<file path="src/rtl/mem_port_arbiter.sv">
// rtl/mem_port_arbiter.sv - IF/MEM round-robin arbiter for the single external memory port with bus timeout
module mem_port_arbiter #(
   parameter int AW      = 32,
   parameter int DW      = 32,
   parameter int TIMEOUT = 16
) (
   input  logic          clk,
   input  logic          rstn,
   input  logic          if_req,
   input  logic [AW-1:0] if_addr,
   output logic          if_ack,
   output logic [DW-1:0] if_rdata,
   input  logic          mem_req,
   input  logic          mem_we,
   input  logic [3:0]    mem_be,
   input  logic [AW-1:0] mem_addr,
   input  logic [DW-1:0] mem_wdata,
   output logic          mem_ack,
   output logic [DW-1:0] mem_rdata,
   output logic          stall_if,
   output logic          stall_mem,
   output logic          bus_req,
   output logic          bus_we,
   output logic [3:0]    bus_be,
   output logic [AW-1:0] bus_addr,
   output logic [DW-1:0] bus_wdata,
   input  logic          bus_ack,
   input  logic [DW-1:0] bus_rdata,
   output logic          bus_err
);

   typedef enum logic [1:0] {IDLE, BUS_IF, BUS_MEM, DONE} state_t;

   localparam logic [7:0] CNT_LAST = 8'(TIMEOUT - 1);

   state_t        state_q, state_d;
   logic          last_mem_q, last_mem_d;
   logic          bus_req_q, bus_req_d;
   logic          bus_we_q, bus_we_d;
   logic [3:0]    bus_be_q, bus_be_d;
   logic [AW-1:0] bus_addr_q, bus_addr_d;
   logic [DW-1:0] bus_wdata_q, bus_wdata_d;
   logic [7:0]    cnt_q, cnt_d;
   logic          if_ack_q, if_ack_d;
   logic          mem_ack_q, mem_ack_d;
   logic [DW-1:0] if_rdata_q, if_rdata_d;
   logic [DW-1:0] mem_rdata_q, mem_rdata_d;
   logic          bus_err_q, bus_err_d;
   logic          grant_mem;
   logic [DW-1:0] rd_data;

   always_comb begin
      state_d     = state_q;
      last_mem_d  = last_mem_q;
      bus_req_d   = bus_req_q;
      bus_we_d    = bus_we_q;
      bus_be_d    = bus_be_q;
      bus_addr_d  = bus_addr_q;
      bus_wdata_d = bus_wdata_q;
      cnt_d       = cnt_q;
      if_ack_d    = 1'b0;
      mem_ack_d   = 1'b0;
      if_rdata_d  = if_rdata_q;
      mem_rdata_d = mem_rdata_q;
      bus_err_d   = bus_err_q;
      grant_mem   = 1'b0;
      rd_data     = '0;

      case (state_q)
         IDLE: begin
            if (if_req || mem_req) begin
               // MEM wins contention unless it was the last one served
               grant_mem = mem_req && (!if_req || !last_mem_q);
               bus_req_d = 1'b1;
               cnt_d     = '0;
               if (grant_mem) begin
                  state_d     = BUS_MEM;
                  bus_we_d    = mem_we;
                  bus_be_d    = mem_be;
                  bus_addr_d  = mem_addr;
                  bus_wdata_d = mem_wdata;
               end else begin
                  state_d     = BUS_IF;
                  bus_we_d    = 1'b0;
                  bus_be_d    = 4'hF;
                  bus_addr_d  = if_addr;
                  bus_wdata_d = '0;
               end
            end
         end
         BUS_IF, BUS_MEM: begin
            // an ack in the final timeout cycle still counts as success
            if (bus_ack || cnt_q == CNT_LAST) begin
               state_d    = DONE;
               bus_req_d  = 1'b0;
               last_mem_d = (state_q == BUS_MEM);
               rd_data    = (bus_ack && !bus_we_q) ? bus_rdata : '0;
               if (!bus_ack) begin
                  bus_err_d = 1'b1;
               end
               if (state_q == BUS_MEM) begin
                  mem_ack_d   = 1'b1;
                  mem_rdata_d = rd_data;
               end else begin
                  if_ack_d   = 1'b1;
                  if_rdata_d = rd_data;
               end
            end else begin
               cnt_d = cnt_q + 8'd1;
            end
         end
         DONE: state_d = IDLE;
         default: state_d = IDLE;
      endcase
   end

   always_ff @(posedge clk or negedge rstn) begin
      if (!rstn) begin
         state_q     <= IDLE;
         last_mem_q  <= 1'b0;
         bus_req_q   <= 1'b0;
         bus_we_q    <= 1'b0;
         bus_be_q    <= '0;
         bus_addr_q  <= '0;
         bus_wdata_q <= '0;
         cnt_q       <= '0;
         if_ack_q    <= 1'b0;
         mem_ack_q   <= 1'b0;
         if_rdata_q  <= '0;
         mem_rdata_q <= '0;
         bus_err_q   <= 1'b0;
      end else begin
         state_q     <= state_d;
         last_mem_q  <= last_mem_d;
         bus_req_q   <= bus_req_d;
         bus_we_q    <= bus_we_d;
         bus_be_q    <= bus_be_d;
         bus_addr_q  <= bus_addr_d;
         bus_wdata_q <= bus_wdata_d;
         cnt_q       <= cnt_d;
         if_ack_q    <= if_ack_d;
         mem_ack_q   <= mem_ack_d;
         if_rdata_q  <= if_rdata_d;
         mem_rdata_q <= mem_rdata_d;
         bus_err_q   <= bus_err_d;
      end
   end

   assign if_ack    = if_ack_q;
   assign if_rdata  = if_rdata_q;
   assign mem_ack   = mem_ack_q;
   assign mem_rdata = mem_rdata_q;
   assign bus_req   = bus_req_q;
   assign bus_we    = bus_we_q;
   assign bus_be    = bus_be_q;
   assign bus_addr  = bus_addr_q;
   assign bus_wdata = bus_wdata_q;
   assign bus_err   = bus_err_q;
   assign stall_if  = if_req & ~if_ack_q;
   assign stall_mem = mem_req & ~mem_ack_q;

endmodule

</file>
<file path="config.mk">
export PLATFORM = sky130hd
export DESIGN_NAME = mem_port_arbiter
export DESIGN_NICKNAME = d
export VERILOG_FILES = /design/src/rtl/mem_port_arbiter.sv
export SDC_FILE = /design/constraint.sdc
export NUM_CORES = 1
export LEC_CHECK = 0
export CAP_MARGIN = 20
export CORE_UTILIZATION = 44
export DETAILED_ROUTE_END_ITERATION = 16
export PLACE_DENSITY = 0.85
export SYNTH_ARGS = -nofsm -noshare
export SYNTH_HDL_FRONTEND = slang
export SYNTH_SLANG_ARGS = --single-unit
</file>
<file path="constraint.sdc">
create_clock -name clk -period 4 [get_ports clk]
set_clock_uncertainty 0.1 [all_clocks]
set_input_delay 1 -clock clk [delete_from_list [all_inputs] [get_ports clk]]
set_output_delay 1 -clock clk [all_outputs]
set_load 0.01 [all_outputs]
</file>
==> metrics.yaml <==
run_status:
  status: "finished clean"
route:
  drt_iter0_markers: 246
  num_vias: 4901
  drt-total-wl_um: 18290
  viasPerCell: 5.356
  drt-pass1-iter-count: 5
  drc: 0
  wire_per_inst_um: 19.99
  antenna_left: 0
global_route:
  grt-ovfl-total: 0
  grt_usage_pct: 27.56
  antenna_found_initial: 0
  grt_pass1_vias: 5298
  grt_pass1_wl_um: 29280
  grt_max_degree: 98
worst_setup_path:
  cp.arrival_ns: 2.42
  crit_type: "primary input to output pin"
  regToRegSetupSlack_ns: 1.38
  worstPathMaxFanout: 6
  cp_data_required_time_ns: 2.90
  r2r-start: "state_q[1]$_DFFE_PN0P_"
  endpoint_kind: "output pin"
  start_kind: "primary input"
  r2r-end: "if_rdata[30]$_DFFE_PN0P_"
  r2r_cells: 6
hold_path:
  min-delay-path-class: "flip-flop to flip-flop"
  min_from: "bus_addr[29]$_DFFE_PN0P_"
  whs_path_depth: 2
  min_to: "bus_addr[29]$_DFFE_PN0P_"
cells_and_area:
  mostFrequentLayoutCells: "clkdlybuf4s50_1 (275), dfrtp_1 (148), a22o_1 (97)"
  layout.nets: 872
  drive_gt1_share_pct: 6.326
  final_common_cell: "clkdlybuf4s50_1"
  multiInputGateArea_um2: 1983
  register_area_um2: 3704
  area_growth_pct: 61.50
  fillCellCount: 821
  n_antenna_cell: 0
sta:
  final-setup-viol-count: 0
  rsz0062_at_grt: "no"
  tns_ns: 0
  period_share_pct: 87.95
  tightest_slew_ns: 0.8632
  slew_viol_final: 0
  slew_headroom_pct: 42.45
  hold_ws_ns: 0.3792
  fmax_mhz: 284.3
  min_period_ns: 3.518
  final_hold_viol_count: 0
cts:
  path_clk_slew_ns: 0.06
  cts_hold_buf: 0
  cts_tree: "done"
  max-clock-path-buffers: 2
  cts.sinks: 148
  post_cts_resized: 0
  cts_root_buf: "clkbuf_16"
  cts_buffers: 17
  post_cts_buffers: 0
  insertion_delay_ns: 0.42
  htree_levels: 4
die:
  die-height_um: 117.5
  io_pins: 277
  start_util_pct: 45.77
  dieArea_um2: 13810
  die_x_um: 117.5
  std_cell_rows: 41
  core_um2: 12820
yosys:
  ys_seq_area_share_pct: 63.10
  ys.flop_type: "dfrtp_1"
  synth_cell_types: 38
  synth_top_family_by_area: "compound AO/OA/AOI/OAI gates"
  synthAdderAreaFrac_pct: 0.8527
  yosys-mux-area-fraction_pct: 5.969
  synthXorXnorAreaFrac_pct: 0
  ys_ff_latch: 148
  synth_simple_gate_area_share_pct: 5.948
  synth_edf_count: 0
  synthCells: 460
  synth_area_per_cell_um2: 12.76
  async_reset_ff_share_pct: 100.0
  synth_fp_nets: 602
  synth-compound-area-share_pct: 20.51
  syn_area_um2: 5869
  yosysWarnings: 0
place:
  dp_hpwl_um: 12710
  io_buffer_count: 276
  gp_congestion: 0.9455
power_and_ir_drop:
  p_leak_nw: 4.194
  peakVddDrop_v: 0.0004435
  power.total_mw: 7.524
  p_per_area_nw_per_um2: 793.7
flow_run:
  maxCapViolations: 0
metrics by stage:
stage | cells | setup slack (ns) | util, % | cell area, um2
final | 915 | 0.4820 | 73.91 | 9479
after global routing | 915 | 0.4221 | 73.91 | 9479
after CTS | 915 | 0.4766 | 73.91 | 9479
after detailed placement | 883 | 0.4852 | 68.71 | 8812
after global placement | 882 | 0.5421 | 68.50 | 8785
after floorplan | 460 | 1.703 | - | 5869
cell families (layout without fill, tap and decap cells):
kind of cell | Yosys count | count (layout)
fa+ha+maj | 4 | 4
mux | 35 | 35
simple gates | 73 | 73
buf+inv | 43 | 326
flops | 148 | 148
compound gates | 157 | 157
worst max path at each step:
stage / start / end / slack, ns / depth (start not counted)
after floorplan: if_req / stall_if / 1.70 / 1
after global placement: if_req / stall_if / 0.54 / 3
after detailed placement: if_req / stall_if / 0.49 / 3
after CTS: if_req / stall_if / 0.48 / 3
after global routing: if_req / stall_if / 0.42 / 3
final: if_req / stall_if / 0.48 / 3
where the power goes:
part           internal [mW]  total [mW]  switching (mW)
clock                   1.20        1.79           0.587
combinational           1.76        3.20            1.44
sequential              2.14        2.53           0.397
layer usage:
metal	part of all wire [%]	vias to the layer above	GRT usage [%]
met1	40	2429	33.09
met4	3.5	0	13.30
met3	5.0	48	6.008
met5	0	-	0
li1	-	2235	-
met2	51	189	47.12
cell usage after synthesis, types with 2 or more instances:
master / instances / share of area (%)
nand3_1: 6 / 0.51
dfrtp_1: 148 / 63
nor2b_1: 3 / 0.32
clkbuf_1: 22 / 1.4
o211ai_1: 3 / 0.38
ha_1: 4 / 0.85
mux2i_1: 35 / 6.0
nand2b_1: 2 / 0.21
o22a_1: 4 / 0.60
nor3_1: 3 / 0.26
buf_2: 8 / 0.68
a22o_1: 97 / 14
buf_8: 3 / 0.77
o21ai_0: 39 / 3.3
a21oi_1: 4 / 0.34
or3_1: 3 / 0.32
a21boi_0: 2 / 0.26
nor2_1: 3 / 0.19
inv_1: 9 / 0.58
nand2_1: 44 / 2.8
state kept, by name (all words and copies together) (netlist names):
name / count
bus_addr: 32
bus_wdata: 32
if_rdata: 32
mem_rdata: 32
cnt_q: 8
bus_be: 4
state_q: 2
bus_err: 1
bus_req: 1
bus_we: 1
if_ack: 1
last_mem_q: 1
mem_ack: 1
critical path, stage by stage:
cell and delay (ns):
clkdlybuf4s50_1 0.67, nor2b_1 0.19, clkdlybuf4s50_1 0.55
cell type report:
cell class,instances,share of cell area (%)
Sequential cell,148,39.07
Clock buffer,23,4.937
Timing Repair Buffer,285,30.35
Tap cell,172,2.270
Inverter,9,0.3564
Multi-Input combinational cell,269,20.92
Clock inverter,9,2.099
Note: power is estimated with default switching activity, not from simulation.
